<file path="src/rtl/bayer_pkg.sv">
// Shared Bayer/CFA definitions: pattern codes, colour codes, channel slots within a packed {R,G,B} word.
package bayer_pkg;

  localparam int DW_DEFAULT = 10;

  // Channel slot k occupies bits [k*DW +: DW] of a packed {R,G,B} pixel.
  localparam int R_SLOT = 2;
  localparam int G_SLOT = 1;
  localparam int B_SLOT = 0;

  typedef enum logic [1:0] {
    CFA_RGGB = 2'd0,
    CFA_GRBG = 2'd1,
    CFA_GBRG = 2'd2,
    CFA_BGGR = 2'd3
  } cfa_e;

  typedef enum logic [1:0] {
    COL_R = 2'd0,
    COL_G = 2'd1,
    COL_B = 2'd2
  } color_e;

  // pat[0] flips the column phase, pat[1] flips the row phase.
  function automatic color_e cfa_color(input logic [1:0] pat, input logic x_par, input logic y_par);
    logic cx;
    logic cy;
    cx = x_par ^ pat[0];
    cy = y_par ^ pat[1];
    if (!cx && !cy)
      return COL_R;
    else if (cx && cy)
      return COL_B;
    else
      return COL_G;
  endfunction

endpackage

</file>
<file path="src/rtl/stream_skid_buffer.sv">
// Valid/ready register slice: output register plus one skid entry, with a registered upstream ready.
module stream_skid_buffer #(
  parameter int DATA_W = 14
) (
  input  logic              clk,
  input  logic              rst_n,
  input  logic              s_valid,
  output logic              s_ready,
  input  logic [DATA_W-1:0] s_data,
  output logic              m_valid,
  input  logic              m_ready,
  output logic [DATA_W-1:0] m_data
);

  logic              vld_p0;
  logic [DATA_W-1:0] data_p0;
  logic              skid_vld;
  logic              skid_nxt;
  logic [DATA_W-1:0] skid_data;
  logic              ready_q;
  logic              s_fire;
  logic              out_free;

  assign s_fire   = s_valid && ready_q;
  assign out_free = !vld_p0 || m_ready;

  // ready_q mirrors !skid_vld after reset, so an accepted beat never finds the skid occupied.
  always_comb begin
    skid_nxt = skid_vld;
    if (out_free)
      skid_nxt = 1'b0;
    else if (s_fire)
      skid_nxt = 1'b1;
  end

  // stage p0: output register, refilled from the skid entry first to keep order
  always_ff @(posedge clk or negedge rst_n) begin
    if (!rst_n) begin
      vld_p0   <= 1'b0;
      data_p0  <= '0;
      skid_vld <= 1'b0;
      ready_q  <= 1'b0;
    end else begin
      if (out_free) begin
        if (skid_vld) begin
          vld_p0  <= 1'b1;
          data_p0 <= skid_data;
        end else begin
          vld_p0 <= s_fire;
          if (s_fire)
            data_p0 <= s_data;
        end
      end
      skid_vld <= skid_nxt;
      ready_q  <= !skid_nxt;
    end
  end

  always_ff @(posedge clk) begin
    if (s_fire && !out_free)
      skid_data <= s_data;
  end

  assign s_ready = ready_q;
  assign m_valid = vld_p0;
  assign m_data  = data_p0;

endmodule

</file>
<file path="src/rtl/rgb_to_bayer_mosaic.sv">
// Re-mosaics an RGB pixel stream into a single-channel Bayer CFA stream with framing checks.
module rgb_to_bayer_mosaic
  import bayer_pkg::*;
#(
  parameter int IMG_WIDTH = 640,
  parameter int DW        = DW_DEFAULT
) (
  input  logic          clk,
  input  logic          rst_n,
  input  logic [1:0]    cfg_pattern,
  input  logic          s_valid,
  output logic          s_ready,
  input  logic [3*DW-1:0] s_rgb,
  input  logic          s_sof,
  input  logic          s_eol,
  output logic          m_valid,
  input  logic          m_ready,
  output logic [DW-1:0] m_raw,
  output logic [1:0]    m_color,
  output logic          m_sof,
  output logic          m_eol,
  output logic          err_sticky,
  input  logic          err_clr
);

  localparam int XW = (IMG_WIDTH > 1) ? $clog2(IMG_WIDTH) : 1;
  localparam logic [XW-1:0] X_LAST = XW'(IMG_WIDTH - 1);
  localparam int PW = DW + 4;

  logic [XW-1:0] x_q;
  logic          ypar_q;
  logic [1:0]    pat_q;
  logic          err_q;

  logic          s_fire;
  logic [1:0]    pat_eff;
  logic [XW-1:0] x_eff;
  logic          ypar_eff;
  logic          line_end;
  logic          err_set;
  color_e        col;
  logic [DW-1:0] raw;
  logic [PW-1:0] payload;
  logic [PW-1:0] m_payload;

  assign s_fire = s_valid && s_ready;

  // An SOF pixel takes its own position and pattern from the resync, not from the old counters.
  always_comb begin
    pat_eff  = s_sof ? cfg_pattern : pat_q;
    x_eff    = s_sof ? '0 : x_q;
    ypar_eff = s_sof ? 1'b0 : ypar_q;
    line_end = s_eol || (x_eff == X_LAST);
    err_set  = (s_sof && (x_q != '0))
             || (s_eol && (x_eff != X_LAST))
             || (!s_eol && (x_eff == X_LAST));
    col      = cfa_color(pat_eff, x_eff[0], ypar_eff);
    raw      = '0;
    case (col)
      COL_R:   raw = s_rgb[R_SLOT*DW +: DW];
      COL_G:   raw = s_rgb[G_SLOT*DW +: DW];
      COL_B:   raw = s_rgb[B_SLOT*DW +: DW];
      default: raw = '0;
    endcase
    payload = {raw, col, s_sof, s_eol};
  end

  // stage p0 control: position counters, pattern latch, sticky error
  always_ff @(posedge clk or negedge rst_n) begin
    if (!rst_n) begin
      x_q    <= '0;
      ypar_q <= 1'b0;
      pat_q  <= CFA_RGGB;
      err_q  <= 1'b0;
    end else begin
      if (s_fire) begin
        pat_q <= pat_eff;
        if (line_end) begin
          x_q    <= '0;
          ypar_q <= !ypar_eff;
        end else begin
          x_q    <= x_eff + XW'(1);
          ypar_q <= ypar_eff;
        end
      end
      if (err_clr)
        err_q <= 1'b0;
      else if (s_fire && err_set)
        err_q <= 1'b1;
    end
  end

  stream_skid_buffer #(
    .DATA_W (PW)
  ) u_skid (
    .clk     (clk),
    .rst_n   (rst_n),
    .s_valid (s_valid),
    .s_ready (s_ready),
    .s_data  (payload),
    .m_valid (m_valid),
    .m_ready (m_ready),
    .m_data  (m_payload)
  );

  assign m_raw      = m_payload[PW-1 -: DW];
  assign m_color    = m_payload[3:2];
  assign m_sof      = m_payload[1];
  assign m_eol      = m_payload[0];
  assign err_sticky = err_q;

endmodule

</file>
<file path="config.mk">
export PLATFORM = sky130hd
export DESIGN_NAME = rgb_to_bayer_mosaic
export DESIGN_NICKNAME = d
export VERILOG_FILES = /design/src/rtl/bayer_pkg.sv /design/src/rtl/stream_skid_buffer.sv /design/src/rtl/rgb_to_bayer_mosaic.sv
export SDC_FILE = /design/constraint.sdc
export NUM_CORES = 1
export LEC_CHECK = 0
export CAP_MARGIN = 10
export CORE_MARGIN = 5
export CORE_UTILIZATION = 45
export CTS_BUF_LIST = sky130_fd_sc_hd__clkbuf_4 sky130_fd_sc_hd__clkbuf_8
export CTS_CLUSTER_DIAMETER = 50
export CTS_CLUSTER_SIZE = 30
export DETAILED_ROUTE_END_ITERATION = 16
export PLACE_DENSITY_LB_ADDON = 0.1
export SYNTH_ARGS = -nofsm -noshare
export SYNTH_HDL_FRONTEND = slang
export SYNTH_SLANG_ARGS = --single-unit
</file>
<file path="constraint.sdc">
create_clock -name clk -period 2.8 [get_ports clk]
set_clock_uncertainty 0.15 [all_clocks]
set_input_delay 0.42 -clock clk [delete_from_list [all_inputs] [get_ports clk]]
set_output_delay 0.42 -clock clk [all_outputs]
set_load 0.02 [all_outputs]
</file>
==> results of run 1 <==
state kept, by name (all words and copies together), names as in the netlist, 2 cells and up:
signal and cells:
pat_q 2, u_skid.skid_data 14, x_q 10, u_skid.m_data 14
power groups by stage:
stage / combinational (mW) / clock [mW] / sequential (mW)
detailed placement: 0.725 / 0 / 0.891
floorplan: 0.309 / 0 / 0.977
global route: 0.782 / 0.479 / 0.894
CTS: 0.728 / 0.451 / 0.877
global placement: 0.719 / 0 / 0.888
finish: 0.719 / 0.434 / 0.876
logic make-up (layout without fill, tap and decap cells):
group | count (synthesis) | after routing | share of synthesized area [%]
buffers and inverters | 24 | 79 | 5.05
AO/OA/AOI/OAI | 65 | 65 | 19.3
adder cells (fa/ha/maj) | 3 | 3 | 1.68
AND/OR/NAND/NOR | 74 | 74 | 16.7
flip-flops | 45 | 45 | 53.7
multiplexers | 6 | 6 | 2.81
XOR/XNOR | 2 | 2 | 0.786
cells in the mapped netlist (3+ instances only):
master	instances	share of area [%]
a21oi_1	15	3.4
a222oi_1	10	4.5
a31oi_1	3	0.84
and2_1	3	0.84
buf_2	6	1.3
clkbuf_1	8	1.3
dfrtp_1	31	35
edfxtp_1	14	19
ha_1	3	1.7
inv_1	6	1.0
mux2i_1	4	1.8
nand2_1	22	3.7
nand2b_1	3	0.84
nand3_1	4	0.90
nand4_1	3	0.84
nor2_1	16	2.7
nor3_1	13	2.9
o21ai_0	20	4.5
o31ai_1	4	1.3
worst max path at each step:
stage | cells past startpoint | to | slack [ns]
after CTS | 9 | u_skid.m_data[5] | 0.32
after global placement | 9 | u_skid.m_data[9] | 0.002
after detailed placement | 9 | u_skid.m_data[9] | 0.02
after floorplan | 8 | u_skid.skid_data[11] | 0.40
after global routing | 10 | u_skid.m_data[5] | 0.13
final | 9 | u_skid.m_data[5] | 0.30
cell type report:
type	instances	area share, %
Multi-Input combinational cell	150	31.2
Timing Repair Buffer	65	21.2
Sequential cell	45	40.6
Tap cell	67	2.84
Inverter	6	0.764
Clock inverter	1	0.170
Clock buffer	7	3.27
stage by stage:
step           hold slack [ns]  area [um^2]  worst slack, ns
2_1_floorplan          -0.0256         2230            0.402
3_3_place_gp             0.312         2850          0.00156
3_5_place_dp             0.320         2850           0.0168
4_1_cts                  0.338         2950            0.322
5_1_grt                  0.357         2950            0.131
6_report                 0.329         2950            0.303
metal layers:
metal | GRT usage [%] | part of all wire (%) | vias to the layer above
met2 | 26.4 | 45 | 45
met1 | 24.9 | 50 | 872
li1 | - | - | 918
met4 | 6.08 | 1.5 | 0
met3 | 3.81 | 4.0 | 8
met5 | 0 | 0 | -
worst max-delay path, delay by kind of cell:
kind / cells / cell delay, ns
simple gates: 2 / 0.29
compound gates: 3 / 0.49
fa+ha+maj: 1 / 0.53
buf+inv: 3 / 0.79
==> metrics.md, run 1 <==
| Metric | Value |
|---|---|
| Placed cells | 333 |
| N_diodes | 0 |
| Crit path cell chain | clkdlybuf4s50_1 > o21ai_0 > inv_1 > ha_1 > and2_1 > buf_4 > nor3_1 > a21oi_1 > o21ai_0 |
| Final Hold Viols | 0 |
| Die area | 6460 um^2 |
| Most frequent cells in the layout | clkdlybuf4s50_1, dfrtp_1, nand2_1 |
| Int Pwr | 1.38 mW |
| Sw frac | 32.2% |
| Reg2reg end | u_skid.m_data[9] |
| Synth Cell Area | 2230 um^2 |
| Worst Hold End | u_skid.m_data[0] |
| Worst EP arrival | 2.52 ns |
| Remaining antenna violation count | 0 |
| Grt ovf | 0 |
| Vias per cell | 5.40 |
| Clk slew on worst S/H paths | 0.08 ns |
| Startpoint Class | primary input |
| Final WL | 5120 um |
| Hold path depth | 2 |
| Crit Path Max Fanout | 13 |
| Mean Syn Cell Area | 10.2 um^2 |
| WP data required | 2.82 ns |
| Worst slew pin tran | 0.466 ns |
| Total Routing Usage GR | 17.5% |
| Post-cts hold buffer count | 0 |
| FF-to-FF Start | x_q[0] |
| Synth-to-Final Area Change | 32.3% |
| EDFF count, synth | 14 |
| Max rail drop VDD | 0.404 mV |
| Worst Setup End Kind | register |
| GPL Wtd Cong | 0.801 |
| CP Class | primary input to register |
| Fmax | 400 MHz |
| Synthesized net count | 261 |
| Setup TNS Final | 0 ns |
| DP HPWL | 3730 um |
| Register Area | 1200 um^2 |
| Fin crit period | 2.50 ns |
| Largest net degree at the start of global routing | 32 |
| Post-synthesis sequential area ratio | 53.7% |
| Post-synthesis register bit count | 45 |
| Unrepaired setup endpoints after global routing | no |
| Fill cell total of the finished layout | 411 |
| Worst-skew pair later-pin latency | 0.29 ns |
| Rel. slew slack | 68.9% |
| Max incr delay on CP | 0.54 ns |
| Cell count after synthesis | 219 |
| Initial Util | 46.9% |
| Net switching power | 0.654 mW |
| Final Total Pwr | 2.03 mW |
| Row cnt | 25 |
| Ys flop type | dfrtp_1 |
| Pleak | 1.19 nW |
| Critical Path Start | s_sof |
| Setup-failing EPs final | 0 |
| Fraction of final layout cells sized beyond drive strength 1 | 9.49% |
| Worst R2R Setup Slack | 0.43 ns |
| Hold Crit Class | register to register |
| Final Util | 62.0% |
| Reg power frac | 43.2% |
| Logic gate share of total power | 35.4% |
| DRC | 0 |
| Initial antenna violation count | 0 |
| Fin crit share | 89.2% |
| Post-CTS setup buffers | 0 |
| H-tree depth | 2 |
| Crit path max-delay cell type | clkdlybuf4s50_1 |
| FFs w/ async S/R, synth | 68.9% |
| Die X | 80.4 um |
| DRT Pass-1 Iters | 6 |
| Vias in the first global route | 1816 |
| Drt wl/cell | 15.0 um |
| Number of buffers added on ports | 55 |
| Worst Hold Launch | u_skid.m_data[0] |
| Clock Power Share | 21.4% |
| Maximum clock insertion buffer count | 2 |
| Quantity of gates resized following cts | 0 |
| CTS Root Cell | clkbuf_8 |
| Top Ports | 56 |
| # nets final | 315 |
| Total power per unit cell area | 688 nW/um^2 |
| Clock tree sinks | 45 |
| Total number of vias | 1843 |
| Worst R2R Path Depth | 8 |
| Multi-input gate area | 920 um^2 |
| Status | finished, final reports clean |
| Yosys warns | 0 |
| Most frequent CP cell | o21ai_0 |
| Slew Limit Fails | 0 |
| Fin cells | 341 |
| CTS tree | yes |
| Commonest non-fill, non-tap cell in the layout | clkdlybuf4s50_1 |
| DIE HEIGHT | 80.4 um |
| Max_cap viols | 0 |
| CTS buffer count | 5 |
| Global-route wire length before repair | 8650 um |
| Count of cell types in the netlist | 43 |
| Core box area | 4750 um^2 |
| Iter 0 DRT Violations | 192 |
(Power assumes the default switching activity.)
==> inputs of run 2 (changes only) <==
- CORE_ASPECT_RATIO: not set -> 0.8
==> run 2 against run 1 <==
Die area up 0.13%. Non-clock buffer count unchanged. Sequential cell count unchanged. Largest power group unchanged. Worst setup slack better by 0.022 ns. Register-to-register slack worse by 0.03 ns. First-iteration DRC count down 6.8%. Critical endpoint is now u_skid.m_data[7]. Highest routed layer unchanged.
==> metrics.md, run 2 (synthesis results as in run 1) <==
| Metric | Value |
|---|---|
| Final Total Pwr | 2.11 mW (was 2.03 mW) |
| Maximum clock insertion buffer count | 2 (unchanged) |
| Total number of vias | 1891 (was 1843) |
| Total power per unit cell area | 713 nW/um^2 (was 688 nW/um^2) |
| WP data required | 2.83 ns (was 2.82 ns) |
| Crit path to | u_skid.m_data[7] (was u_skid.m_data[5]) |
| Remaining antenna violation count | 0 (unchanged) |
| Pleak | 1.19 nW (about the same) |
| Slack of the critical path | 0.325 ns (was 0.303 ns) |
| CP Class | primary input to register (unchanged) |
| Drt wl/cell | 16.0 um (was 15.0 um) |
| Total Routing Usage GR | 18.0% (was 17.5%) |
| GPL Wtd Cong | 0.813 (was 0.801) |
| Number of buffers added on ports | 55 (unchanged) |
| Rel. slew slack | 51.6% (was 68.9%) |
| Synth-to-Final Area Change | 32.8% (was 32.3%) |
| Die X | 88.7 um (was 80.4 um) |
| Largest net degree at the start of global routing | 32 (unchanged) |
| Commonest non-fill, non-tap cell in the layout | clkdlybuf4s50_1 (unchanged) |
| CTS Root Cell | clkbuf_8 (unchanged) |
| Initial Util | 47.6% (was 46.9%) |
| Most frequent cells in the layout | clkdlybuf4s50_1, dfrtp_1, nand2_1 (unchanged) |
| Slew Limit Fails | 0 (unchanged) |
| Fmax | 404 MHz (was 400 MHz) |
| Vias in the first global route | 1796 (was 1816) |
| Final Util | 63.2% (was 62.0%) |
| Worst Setup End Kind | register (unchanged) |
| Worst slew pin tran | 0.727 ns (was 0.466 ns) |
| CTS tree | yes (unchanged) |
| Post-cts hold buffer count | 0 (unchanged) |
| Top Ports | 56 (unchanged) |
| DP HPWL | 3870 um (was 3730 um) |
| Worst-skew pair later-pin latency | 0.29 ns (about the same) |
| Unrepaired setup endpoints after global routing | no (unchanged) |
| Iter 0 DRT Violations | 179 (was 192) |
| Hold Crit Class | register to register (unchanged) |
| H-tree depth | 2 (unchanged) |
| Quantity of gates resized following cts | 0 (unchanged) |
| Initial antenna violation count | 0 (unchanged) |
| DRC | 0 (unchanged) |
| Status | finished, final reports clean (unchanged) |
| FF-to-FF Start | x_q[0] (unchanged) |
| DP Area | 2840 um^2 (was 2850 um^2) |
| Global-route wire length before repair | 8990 um (was 8650 um) |
| Critical Path Start | s_sof (unchanged) |
| Final WL | 5360 um (was 5120 um) |
| Startpoint Class | primary input (unchanged) |
| DRT Pass-1 Iters | 7 (was 6) |
| Final Hold Viols | 0 (unchanged) |
| Grt ovf | 0 (unchanged) |
| Max rail drop VDD | 0.400 mV (was 0.404 mV) |
| Core box area | 4680 um^2 (was 4750 um^2) |
| Clock tree sinks | 45 (unchanged) |
| Setup TNS Final | 0 ns (unchanged) |
| Vias per cell | 5.66 (was 5.40) |
| Crit Path Max Fanout | 13 (unchanged) |
| DIE HEIGHT | 72.9 um (was 80.4 um) |
| Worst R2R Path Depth | 8 (unchanged) |
| Max_cap viols | 0 (unchanged) |
| Fin crit period | 2.47 ns (was 2.50 ns) |
| Die area | 6470 um^2 (was 6460 um^2) |
| CTS buffer count | 5 (unchanged) |
| Setup-failing EPs final | 0 (unchanged) |
| Worst R2R Setup Slack | 0.40 ns (was 0.43 ns) |
| Post-CTS setup buffers | 0 (unchanged) |
| N_diodes | 0 (unchanged) |
| # nets final | 315 (unchanged) |
| Clk slew on worst S/H paths | 0.08 ns (about the same) |
| Reg2reg end | u_skid.m_data[7] (was u_skid.m_data[9]) |
| Worst EP arrival | 2.50 ns (was 2.52 ns) |
| Row cnt | 22 (was 25) |
| Worst setup slack after placement | 0.0396 ns (was 0.0168 ns) |
| Fraction of final layout cells sized beyond drive strength 1 | 9.49% (unchanged) |
| Fin crit share | 88.4% (was 89.2%) |
| Final Instance Area | 2960 um^2 (was 2950 um^2) |
-- run 2: cell count changes in the layout (fill, tap and decap cells not counted), sizes merged --
cell,before,now
clkinv,1,0
bufinv,0,1
-- run 2: area by class of cell --
class	count	area (um^2)
flip-flops and latches	45	1200
clock inverters	1	30.0
repair buffers	65	626
multi-input cells	150	920
inverters	6	22.5
clock buffers	7	90.1
fillers	401	1720
well taps	60	75.1
-- run 2: worst min path at each step --
| stage | from | end | slack (ns) | cells after the start |
|---|---|---|---|---|
| floorplan | rst_n | err_sticky | -0.03 | 0 |
| global placement | u_skid.m_data[2] | u_skid.m_data[2] | 0.31 | 2 |
| detailed placement | u_skid.m_data[7] | u_skid.m_data[7] | 0.32 | 2 |
| CTS | u_skid.m_data[7] | u_skid.m_data[7] | 0.34 | 2 |
| global route | u_skid.m_data[0] | u_skid.m_data[0] | 0.35 | 2 |
| finish | u_skid.m_data[7] | u_skid.m_data[7] | 0.33 | 2 |
-- run 2: power by group --
part / leakage, nW / total, mW / switching (mW) / internal, mW
combinational: 0.605 / 0.710 / 0.372 / 0.338
sequential: 0.526 / 0.884 / 0.0745 / 0.810
clock: 0.0619 / 0.515 / 0.215 / 0.301
total: 1.19 / 2.11 / 0.661 / 1.45
-- run 2: through the flow --
stage | hold slack, ns | std cells
finish | 0.332 | 334
global route | 0.352 | 334
CTS | 0.340 | 334
detailed placement | 0.321 | 326
global placement | 0.312 | 326
floorplan | -0.0256 | 219
-- run 2: routing by layer --
layer | vias to the layer above | global-route usage (%) | wire length [um]
met5 | - | 0 | 0
met4 | 0 | 5.20 | 63
met3 | 7 | 3.72 | 263
met2 | 62 | 25.9 | 2350
met1 | 903 | 27.2 | 2680
li1 | 919 | - | -
-- run 2: critical path, cell delays in order --
cell and delay [ns]:
clkdlybuf4s50_1 0.50, o21ai_0 0.25, inv_1 0.07, ha_1 0.52
and2_1 0.22, buf_4 0.18, nor3_1 0.07, a21oi_1 0.18
o21ai_0 0.09
